### config.mk
export PLATFORM = sky130hd
export DESIGN_NAME = itrx_amba4_axilite_wr_arb
export DESIGN_NICKNAME = d
export VERILOG_FILES = /design/src/rtl/itrx_amba4_axilite_wr_arb.sv
export SDC_FILE = /design/constraint.sdc
export NUM_CORES = 1
export LEC_CHECK = 0
export CORE_AREA = 2 2 92 94
export DETAILED_ROUTE_END_ITERATION = 16
export DIE_AREA = 0 0 94 96
export GPL_ROUTABILITY_DRIVEN = 1
export GPL_TIMING_DRIVEN = 0
export PLACE_DENSITY = 0.73
export SLEW_MARGIN = 20
export SYNTH_ARGS = -nofsm -noshare
export SYNTH_HDL_FRONTEND = slang
export SYNTH_SLANG_ARGS = --single-unit
### constraint.sdc
create_clock -name clk -period 1.35 [get_ports clk]
set_input_delay 0.135 -clock clk [delete_from_list [all_inputs] [get_ports clk]]
set_output_delay 0.135 -clock clk [all_outputs]
set_load 0.01 [all_outputs]
### src/rtl/itrx_amba4_axilite_wr_arb.sv
// itrx_amba4_axilite_wr_arb
//   Round-robin arbiter that shares one AXI4-Lite write path (AW/W/B) among NM masters.
//   Only one write is in flight at a time. The FSM has three states:
//     IDLE picks a requester, ADDR forwards AW and W, and RESP routes B back.
//   Slave-side valids come only from master valids and registered done flags,
//   never from slave readies.

// Protocol checker: a master must keep AW valid raised until it is accepted.
module itrx_amba4_axilite_wr_arb_chk #(
    parameter int NM = 2
) (
    input  logic          clk,
    input  logic          rst_n,
    input  logic [NM-1:0] m_awvalid,
    input  logic [NM-1:0] m_awready
);
    for (genvar i = 0; i < NM; i++) begin : g_aw_hold
        a_aw_hold : assert property (@(posedge clk) disable iff (!rst_n)
            (m_awvalid[i] && !m_awready[i]) |=> m_awvalid[i]);
    end
endmodule

module itrx_amba4_axilite_wr_arb #(
    parameter int NM     = 2,
    parameter int ADDR_W = 32,
    parameter int DATA_W = 32
) (
    input  logic                     clk,
    input  logic                     rst_n,
    input  logic [NM-1:0]            m_awvalid,
    output logic [NM-1:0]            m_awready,
    input  logic [NM*ADDR_W-1:0]     m_awaddr,
    input  logic [NM*3-1:0]          m_awprot,
    input  logic [NM-1:0]            m_wvalid,
    output logic [NM-1:0]            m_wready,
    input  logic [NM*DATA_W-1:0]     m_wdata,
    input  logic [NM*(DATA_W/8)-1:0] m_wstrb,
    output logic [NM-1:0]            m_bvalid,
    input  logic [NM-1:0]            m_bready,
    output logic [NM*2-1:0]          m_bresp,
    output logic                     s_awvalid,
    input  logic                     s_awready,
    output logic [ADDR_W-1:0]        s_awaddr,
    output logic [2:0]               s_awprot,
    output logic                     s_wvalid,
    input  logic                     s_wready,
    output logic [DATA_W-1:0]        s_wdata,
    output logic [DATA_W/8-1:0]      s_wstrb,
    input  logic                     s_bvalid,
    output logic                     s_bready,
    input  logic [1:0]               s_bresp
);
    localparam int SW = DATA_W / 8;
    localparam int GW = (NM > 1) ? $clog2(NM) : 1;
    localparam logic [GW:0] NM_W = (GW + 1)'(NM);

    typedef enum logic [1:0] {
        ST_IDLE = 2'b00,
        ST_ADDR = 2'b01,
        ST_RESP = 2'b10
    } state_t;

    state_t        state_q, state_d;
    logic [GW-1:0] gnt_q, gnt_d;
    logic [GW-1:0] rr_ptr_q, rr_ptr_d;
    logic          aw_done_q, aw_done_d;
    logic          w_done_q, w_done_d;

    logic          req_found_s;
    logic [GW-1:0] pick_s;
    logic [GW:0]   scan_sum_s;
    logic [GW-1:0] scan_idx_s;
    logic          aw_hs_s;
    logic          w_hs_s;

    // Scan requesters starting at rr_ptr and pick the first one with AW valid raised.
    always_comb begin
        req_found_s = 1'b0;
        pick_s      = {GW{1'b0}};
        scan_sum_s  = {(GW + 1){1'b0}};
        scan_idx_s  = {GW{1'b0}};
        for (int k = 0; k < NM; k++) begin
            scan_sum_s = {1'b0, rr_ptr_q} + (GW + 1)'(k);
            if (scan_sum_s >= NM_W) begin
                scan_sum_s = scan_sum_s - NM_W;
            end else begin
                scan_sum_s = scan_sum_s;
            end
            scan_idx_s = scan_sum_s[GW-1:0];
            if (!req_found_s && m_awvalid[scan_idx_s]) begin
                req_found_s = 1'b1;
                pick_s      = scan_idx_s;
            end else begin
                pick_s = pick_s;
            end
        end
    end

    // Compute the next state and forward the channels of the granted master.
    always_comb begin
        state_d   = state_q;
        gnt_d     = gnt_q;
        rr_ptr_d  = rr_ptr_q;
        aw_done_d = aw_done_q;
        w_done_d  = w_done_q;
        aw_hs_s   = 1'b0;
        w_hs_s    = 1'b0;
        m_awready = {NM{1'b0}};
        m_wready  = {NM{1'b0}};
        m_bvalid  = {NM{1'b0}};
        m_bresp   = {(NM * 2){1'b0}};
        s_awvalid = 1'b0;
        s_awaddr  = {ADDR_W{1'b0}};
        s_awprot  = 3'b000;
        s_wvalid  = 1'b0;
        s_wdata   = {DATA_W{1'b0}};
        s_wstrb   = {SW{1'b0}};
        s_bready  = 1'b0;
        case (state_q)
            ST_IDLE: begin
                if (req_found_s) begin
                    gnt_d     = pick_s;
                    rr_ptr_d  = (pick_s == GW'(NM - 1)) ? {GW{1'b0}} : pick_s + GW'(1);
                    aw_done_d = 1'b0;
                    w_done_d  = 1'b0;
                    state_d   = ST_ADDR;
                end else begin
                    state_d = ST_IDLE;
                end
            end
            ST_ADDR: begin
                // Payloads are only driven while the address/data phase is open.
                s_awvalid         = m_awvalid[gnt_q] & ~aw_done_q;
                s_awaddr          = m_awaddr[gnt_q * ADDR_W +: ADDR_W];
                s_awprot          = m_awprot[gnt_q * 3 +: 3];
                m_awready[gnt_q]  = s_awready & ~aw_done_q;
                s_wvalid          = m_wvalid[gnt_q] & ~w_done_q;
                s_wdata           = m_wdata[gnt_q * DATA_W +: DATA_W];
                s_wstrb           = m_wstrb[gnt_q * SW +: SW];
                m_wready[gnt_q]   = s_wready & ~w_done_q;
                aw_hs_s           = s_awvalid & s_awready;
                w_hs_s            = s_wvalid & s_wready;
                if (aw_hs_s) begin
                    aw_done_d = 1'b1;
                end else begin
                    aw_done_d = aw_done_q;
                end
                if (w_hs_s) begin
                    w_done_d = 1'b1;
                end else begin
                    w_done_d = w_done_q;
                end
                // AW and W may finish in either order or together.
                if ((aw_done_q | aw_hs_s) & (w_done_q | w_hs_s)) begin
                    state_d = ST_RESP;
                end else begin
                    state_d = ST_ADDR;
                end
            end
            ST_RESP: begin
                s_bready                 = m_bready[gnt_q];
                m_bvalid[gnt_q]          = s_bvalid;
                m_bresp[gnt_q * 2 +: 2]  = s_bresp;
                if (s_bvalid & m_bready[gnt_q]) begin
                    state_d = ST_IDLE;
                end else begin
                    state_d = ST_RESP;
                end
            end
            default: begin
                state_d = ST_IDLE;
            end
        endcase
    end

    // Hold the FSM state, the grant, the round-robin pointer and the done flags.
    always_ff @(posedge clk or negedge rst_n) begin
        if (!rst_n) begin
            state_q   <= ST_IDLE;
            gnt_q     <= {GW{1'b0}};
            rr_ptr_q  <= {GW{1'b0}};
            aw_done_q <= 1'b0;
            w_done_q  <= 1'b0;
        end else begin
            state_q   <= state_d;
            gnt_q     <= gnt_d;
            rr_ptr_q  <= rr_ptr_d;
            aw_done_q <= aw_done_d;
            w_done_q  <= w_done_d;
        end
    end

    itrx_amba4_axilite_wr_arb_chk #(.NM(NM)) u_chk (
        .clk       (clk),
        .rst_n     (rst_n),
        .m_awvalid (m_awvalid),
        .m_awready (m_awready)
    );

endmodule

==> results by group, run 1 <==
Status
  • Status: finished, violations left
  • Failing checks: negative setup slack

Worst setup path
  • Reg-to-reg slack, setup: -140 ps
  • RR Startpoint: gnt_q$_DFFE_PN0N_
  • Crit. Startpoint: gnt_q$_DFFE_PN0N_
  • CP startpoint kind: register
  • Critical Path RT: 1220 ps
  • Crit. End Element: primary output
  • Reg2Reg Depth: 5
  • Crit Reg-Reg Endpoint: state_q[1]$_DFF_PN0_
  • Setup CP Type: reg2out
  • CP arrival: 1440 ps
  • Critical Path Fanout Max: 7

Clock tree
  • H-tree levels: 1
  • CTS buffer count: 3
  • Clk_lat worst skew: 220 ps
  • Worst-path clk slew: 30 ps
  • Root buf cell: clkbuf_8
  • TritonCTS clock tree: done
  • Max Root-Sink Buffers: 2
  • Sink Count: 6

Layout
  • Area of the multi-input gates: 1579 um2
  • Final Net Count: 633
  • ANT cells: 0
  • Most frequent cells in the layout: clkdlybuf4s50_1 (154), buf_2 (77), mux2i_1 (63)
  • Filler cells: 751
  • Reg area: 153.9 um2
  • Commonest non-fill, non-tap cell in the layout: clkdlybuf4s50_1
  • Share of layout cells above drive strength 1: 42.23%
  • Area grow syn2layout: 195.7%

Synthesis
  • Syn Nets: 369
  • Sequential-to-total area share from yosys stat: 9.860%
  • Yosys reg bits: 6
  • Synth warn: 0
  • Mapped Cells: 214
  • Synthesized area per cell: 7.115 um2
  • Syn Std Cell Area: 1523 um2
  • Yosys cell types: 20

Flow run
  • Max Cap Viol: 0

Floorplanning
  • Initial Utilization: 18.91%
  • Die area: 9024 um2
  • Row count: 33
  • Core footprint: 8051 um2
  • Die Height: 96 um
  • Die Width: 94 um
  • I/O pin cnt: 239

Power
  • Power Total: 9.164 mW
  • Leakage: 2.119 nW
  • Power Density: 2035 nW/um2
  • VDD IR-drop max: 0.0009110 V

Timing
  • Max-slew violation count: 0
  • Final min period: 1577 ps
  • Worst rel slew slack: 76.92%
  • Final hold slack: 152.8 ps
  • Fmax: 633.9 MHz
  • PnR worst setup slack: -227.5 ps
  • Final Hold Fails: 0
  • RSZ-0062 raised after global routing: yes
  • Worst Tran Pin Value: 336.5 ps
  • Setup Skew: 0.2132 ps
  • Tcrit/Tclk final: 116.8%
  • Setup violations, final: 86

Global route
  • Vias in the first global route: 2,607
  • Grt ovf: 0
  • GR Util All Layers: 17.50%
  • Initial antenna violation count: 0
  • Pin count of the biggest net entering global routing: 11
  • First-pass GRT wire length: 12,580 um

Routing
  • DRT Wirelength: 8896 um
  • DR iter-0 viols: 11
  • Routed WL per cell: 15.31 um
  • Drc violations: 0
  • Final ANT Viol Nets: 0
  • DR pass1 iterations: 3
  • Via Count: 2,572
  • Drt via density: 4.427

Place
  • GPL Wtd Cong: 0.7797
  • Hpwl dp: 6944 um
  • Number of port buffers: 238

Worst hold path
  • Hold Crit Class: in2async
[synthesized netlist by cell type]
library cell  count  share of area, %
o311ai_1          1              0.58
nand2b_1          4               1.6
mux2i_1          74                49
and3_1            3               1.2
inv_1             3              0.74
nor4_1            2              0.82
a22o_1            2               1.2
nor3b_1           3               1.5
dfrtp_1           6               9.9
buf_2             9               3.0
nand2_1           3              0.74
nor3_1            2              0.66
o21ba_2           1              0.66
o21ai_1           1              0.33
o41ai_2           1               1.1
o21ai_0           2              0.66
buf_4             9               4.4
a21oi_1           2              0.66
nor2_1           83                20
nor2b_1           3               1.2
[worst max-delay path by stage]
stage,end,slack (ps),cells past startpoint
floorplan,m_awready[0],-0.06,4
global placement,s_wdata[19],-650,6
detailed placement,s_wdata[14],-650,6
CTS,s_awvalid,-260,5
global route,s_wdata[18],-280,5
finish,s_wstrb[0],-230,6
[logic make-up (layout without fill, tap and decap cells)]
logic type      Yosys count  count (layout)  synth area share, %
flops                     6               6                9.860
compound gates           10              10                5.095
buf+inv                  21             283                8.134
mux                      74              74                48.64
simple gates            103             103                28.27
[power breakdown]
group	total (mW)	leakage [nW]	internal, mW	switching (mW)
clock network	0.263	0.0216	0.191	0.0716
logic	8.48	2.03	4.59	3.89
registers	0.422	0.0692	0.278	0.144
total	9.16	2.12	5.06	4.11
[state kept, by name, indices dropped and copies added, names as in the netlist]
name and count:
state_q 2, rr_ptr_q 1, w_done_q 1, aw_done_q 1
gnt_q 1
[per-stage QoR]
stage / TNS (ps) / area, um2 / util (%) / std cells / setup slack (ps)
final: -11950 / 4503 / 55.93 / 581 / -227.5
after global routing: -16850 / 4503 / 55.93 / 581 / -276.6
after CTS: -14680 / 4245 / 52.73 / 576 / -256.4
after detailed placement: -44740 / 4036 / 50.13 / 557 / -648.4
after global placement: -43100 / 4036 / 50.13 / 557 / -646.1
after floorplan: -0.1228 / 1523 / - / 214 / -0.06140
[timing repair]
action / 4_1_cts / 5_1_grt
gates resized for setup: 444 / 63
hold buffers: 0 / 0
setup buffers: 13 / 7
gates cloned: 4 / 1
setup endpoints to repair: 84 / 87
pin swaps: 5 / 11
[per-layer routing]
metal	vias to the layer above	track usage, %	share of wire [%]
met5	-	0	0
li1	1260	-	-
met1	1170	18.40	36
met2	136	35.12	53
met4	0	2.657	0.98
met3	6	4.777	9.9
[final cells by class]
type / count / area share (%)
Buffer: 16 / 6.363
Sequential cell: 6 / 3.418
Tap cell: 105 / 2.917
Inverter: 3 / 0.2501
Multi-Input combinational cell: 187 / 35.07
Clock buffer: 3 / 0.9169
Timing Repair Buffer: 261 / 51.07
[worst max-delay path, stage by stage, from the launching register on]
cell and delay, ps:
dfrtp_2 440, buf_12 170, buf_12 140, buf_12 120, mux2i_1 160, nor2_2 50
buf_2 140
(Power assumes the default switching activity.)
==> run 2: changes to the inputs <==
--- a/config.mk
+++ b/config.mk
@@ -5,13 +5,16 @@
 export SDC_FILE = /design/constraint.sdc
 export NUM_CORES = 1
 export LEC_CHECK = 0
-export CORE_AREA = 2 2 92 94
+export CELL_PAD_IN_SITES_DETAIL_PLACEMENT = 0
+export CELL_PAD_IN_SITES_GLOBAL_PLACEMENT = 1
+export CORE_MARGIN = 2
+export CORE_UTILIZATION = 13
 export DETAILED_ROUTE_END_ITERATION = 16
-export DIE_AREA = 0 0 94 96
 export GPL_ROUTABILITY_DRIVEN = 1
 export GPL_TIMING_DRIVEN = 0
-export PLACE_DENSITY = 0.73
+export PLACE_DENSITY = 0.84
 export SLEW_MARGIN = 20
 export SYNTH_ARGS = -nofsm -noshare
 export SYNTH_HDL_FRONTEND = slang
 export SYNTH_SLANG_ARGS = --single-unit
+export TNS_END_PERCENT = 100
==> results by group, run 2 (same netlist as run 1, synthesis figures left out) <==
Status
  • Status: finished, violations left
  • Failing checks: negative setup slack

Timing
  • Max-slew violation count: 0 (unchanged)
  • Worst rel slew slack: 75.61% (-1.3 points)
  • Final hold slack: 158.8 ps (+5.936 ps)
  • PnR worst setup slack: -227.6 ps (-0.09600 ps)
  • Final Hold Fails: 0 (unchanged)
  • Worst Tran Pin Value: 362.0 ps (+25.49 ps)
  • Setup Skew: 3.004 ps (+2.790 ps)
  • RSZ-0062 raised after global routing: yes
  • Tcrit/Tclk final: 116.9% (about the same)
  • Final min period: 1578 ps (+0.09600 ps)
  • Fmax: 633.9 MHz (about the same)
  • Setup violations, final: 84 (-2.3%)

Worst setup path
  • Crit path max-delay family: buffers and inverters
  • Crit. End Element: primary output
  • Setup CP Type: reg2out
  • Worst stage delay on the critical path: 410 ps (-30 ps)
  • Crit Reg-Reg Endpoint: state_q[1]$_DFF_PN0_
  • Crit. Startpoint: gnt_q$_DFFE_PN0N_
  • Reg2Reg Depth: 5 (unchanged)
  • Critical Path RT: 1220 ps (about the same)
  • CP arrival: 1440 ps (about the same)
  • Crit path to: s_awaddr[1]
  • Worst path depth: 6 (unchanged)
  • CP startpoint kind: register
  • Slowest CP cell: dfrtp_2
  • Crit path buf inv count: 4 (unchanged)
  • CP most frequent cell: buf_12
  • Critical Path Fanout Max: 6 (-1)
  • RR Startpoint: gnt_q$_DFFE_PN0N_
  • Reg-to-reg slack, setup: -60 ps (+80 ps)
  • CP Cell Sequence: buf_4, buf_12, buf_12, mux2i_2, nor2_2, buf_2

Global route
  • GR Util All Layers: 12.16% (-5.3 points)
  • Vias in the first global route: 2,557 (-1.9%)
  • Grt ovf: 0 (unchanged)
  • Initial antenna violation count: 0 (unchanged)
  • Pin count of the biggest net entering global routing: 11 (unchanged)
  • First-pass GRT wire length: 12,810 um (+1.9%)

Clock tree
  • TritonCTS clock tree: done
  • Clk_lat worst skew: 230 ps (about the same)
  • CTS buffer count: 3 (unchanged)
  • Sink Count: 6 (unchanged)
  • Worst-path clk slew: 40 ps (about the same)
  • Root buf cell: clkbuf_16
  • H-tree levels: 1 (unchanged)
  • Hold_buf cts: 0 (unchanged)
  • Max Root-Sink Buffers: 2 (unchanged)

Flow run
  • Max Cap Viol: 0 (unchanged)

Layout
  • Biggest register: state_q
  • Area grow syn2layout: 213.4%
  • ANT cells: 0 (unchanged)
  • Commonest non-fill, non-tap cell in the layout: clkdlybuf4s50_1
  • Reg area: 153.9 um2 (unchanged)
  • Share of layout cells above drive strength 1: 42.05% (-0.18 points)
  • Area of the multi-input gates: 1643 um2 (+4.0%)
  • Final Cell Area: 4772 um2 (+6.0%)
  • Max reg flops: 2 (unchanged)
  • Filler cells: 1,158 (+54%)
  • Post-layout util: 41.79% (-14 points)
  • Final Net Count: 635 (+0.32%)
  • Most frequent cells in the layout: clkdlybuf4s50_1 (154), buf_2 (71), mux2i_1 (51)

Routing
  • Final ANT Viol Nets: 0 (unchanged)
  • DR iter-0 viols: 54 (+43)
  • Via Count: 2,581 (+0.35%)
  • Drt via density: 4.156 (-6.1%)
  • DRT Wirelength: 9082 um (+2.1%)
  • Drc violations: 0 (unchanged)
  • Routed WL per cell: 14.62 um (-4.5%)
  • DR pass1 iterations: 4 (+1)

Floorplanning
  • I/O pin cnt: 239 (unchanged)
  • Row count: 39 (+18%)
  • Die area: 12,590 um2 (+40%)
  • Core footprint: 11,420 um2 (+42%)
  • Initial Utilization: 13.34% (-5.6 points)
  • Die Height: 112.2 um (+17%)
  • Die Width: 112.2 um (+19%)

Power
  • Leakage: 2.163 nW (+2.0%)
  • VDD IR-drop max: 0.001023 V (+12%)
  • Power Density: 2094 nW/um2 (+2.9%)

Place
  • Hpwl dp: 6967 um (+0.33%)
  • GPL Wtd Cong: 0.8074 (+3.6%)
  • Number of port buffers: 238 (unchanged)
  • Area post-placement: 4084 um2 (+1.2%)

Worst hold path
  • Hold Crit Class: in2async
## run 2: cell count changes in the layout (fill, tap and decap cells not counted), moves of 4 or more
cell,change
clkbuf_16,+9
mux2i_1,-12
buf_12,-4
mux2i_2,+7
nor2_2,-12
mux2i_4,+5
nor2_1,+10
buf_2,-6
## run 2: per-stage QoR
step,setup slack [ps],cells,power (mW),TNS [ps]
floorplan,-0.06140,214,3.778,-0.1228
global placement,-670.1,595,7.169,-44920
detailed placement,-663.2,595,7.249,-46370
CTS,-255.7,608,8.107,-16810
global route,-287.1,621,10.62,-19110
finish,-227.6,621,9.994,-14230
## run 2: worst min-delay path by stage
| stage | from | to | slack (ps) |
|---|---|---|---|
| detailed placement | rst_n | rr_ptr_q$_DFFE_PN0N_ | 410 |
| finish | rst_n | rr_ptr_q$_DFFE_PN0N_ | 160 |
| global route | rst_n | rr_ptr_q$_DFFE_PN0N_ | 190 |
| floorplan | rst_n | aw_done_q$_DFFE_PN0P_ | -160 |
| global placement | rst_n | rr_ptr_q$_DFFE_PN0N_ | 400 |
| CTS | rst_n | rr_ptr_q$_DFFE_PN0N_ | 170 |
## run 2: layout make-up
class / count / share of cell area, %
timing repair buffer: 262 / 51.39
sequential: 6 / 3.225
clock buffer: 3 / 1.573
inverter: 3 / 0.2360
multi-input combinational: 187 / 34.43
tap: 143 / 3.749
buffer: 17 / 5.401
## run 2: report_power, final
group          leakage (nW)  switching (mW)  internal, mW
Clock                0.0370          0.0959         0.380
Sequential           0.0692           0.142         0.278
Combinational          2.06            4.02          5.08
## run 2: layer usage
layer	vias to the layer above	global-route usage, %	share of wire (%)
li1	1266	-	-
met1	1193	13.96	38
met2	118	23.94	55
met3	4	2.214	6.2
met4	0	1.382	0.36
met5	-	0	0
## run 2: what timing repair did
action | CTS | global route
endpoints found under the hold margin | 0 | 0
endpoints found under the setup margin | 85 | 88
setup buffers | 6 | 9
cloned | 4 | 7
pin swaps | 4 | 14
gates resized for setup | 407 | 94
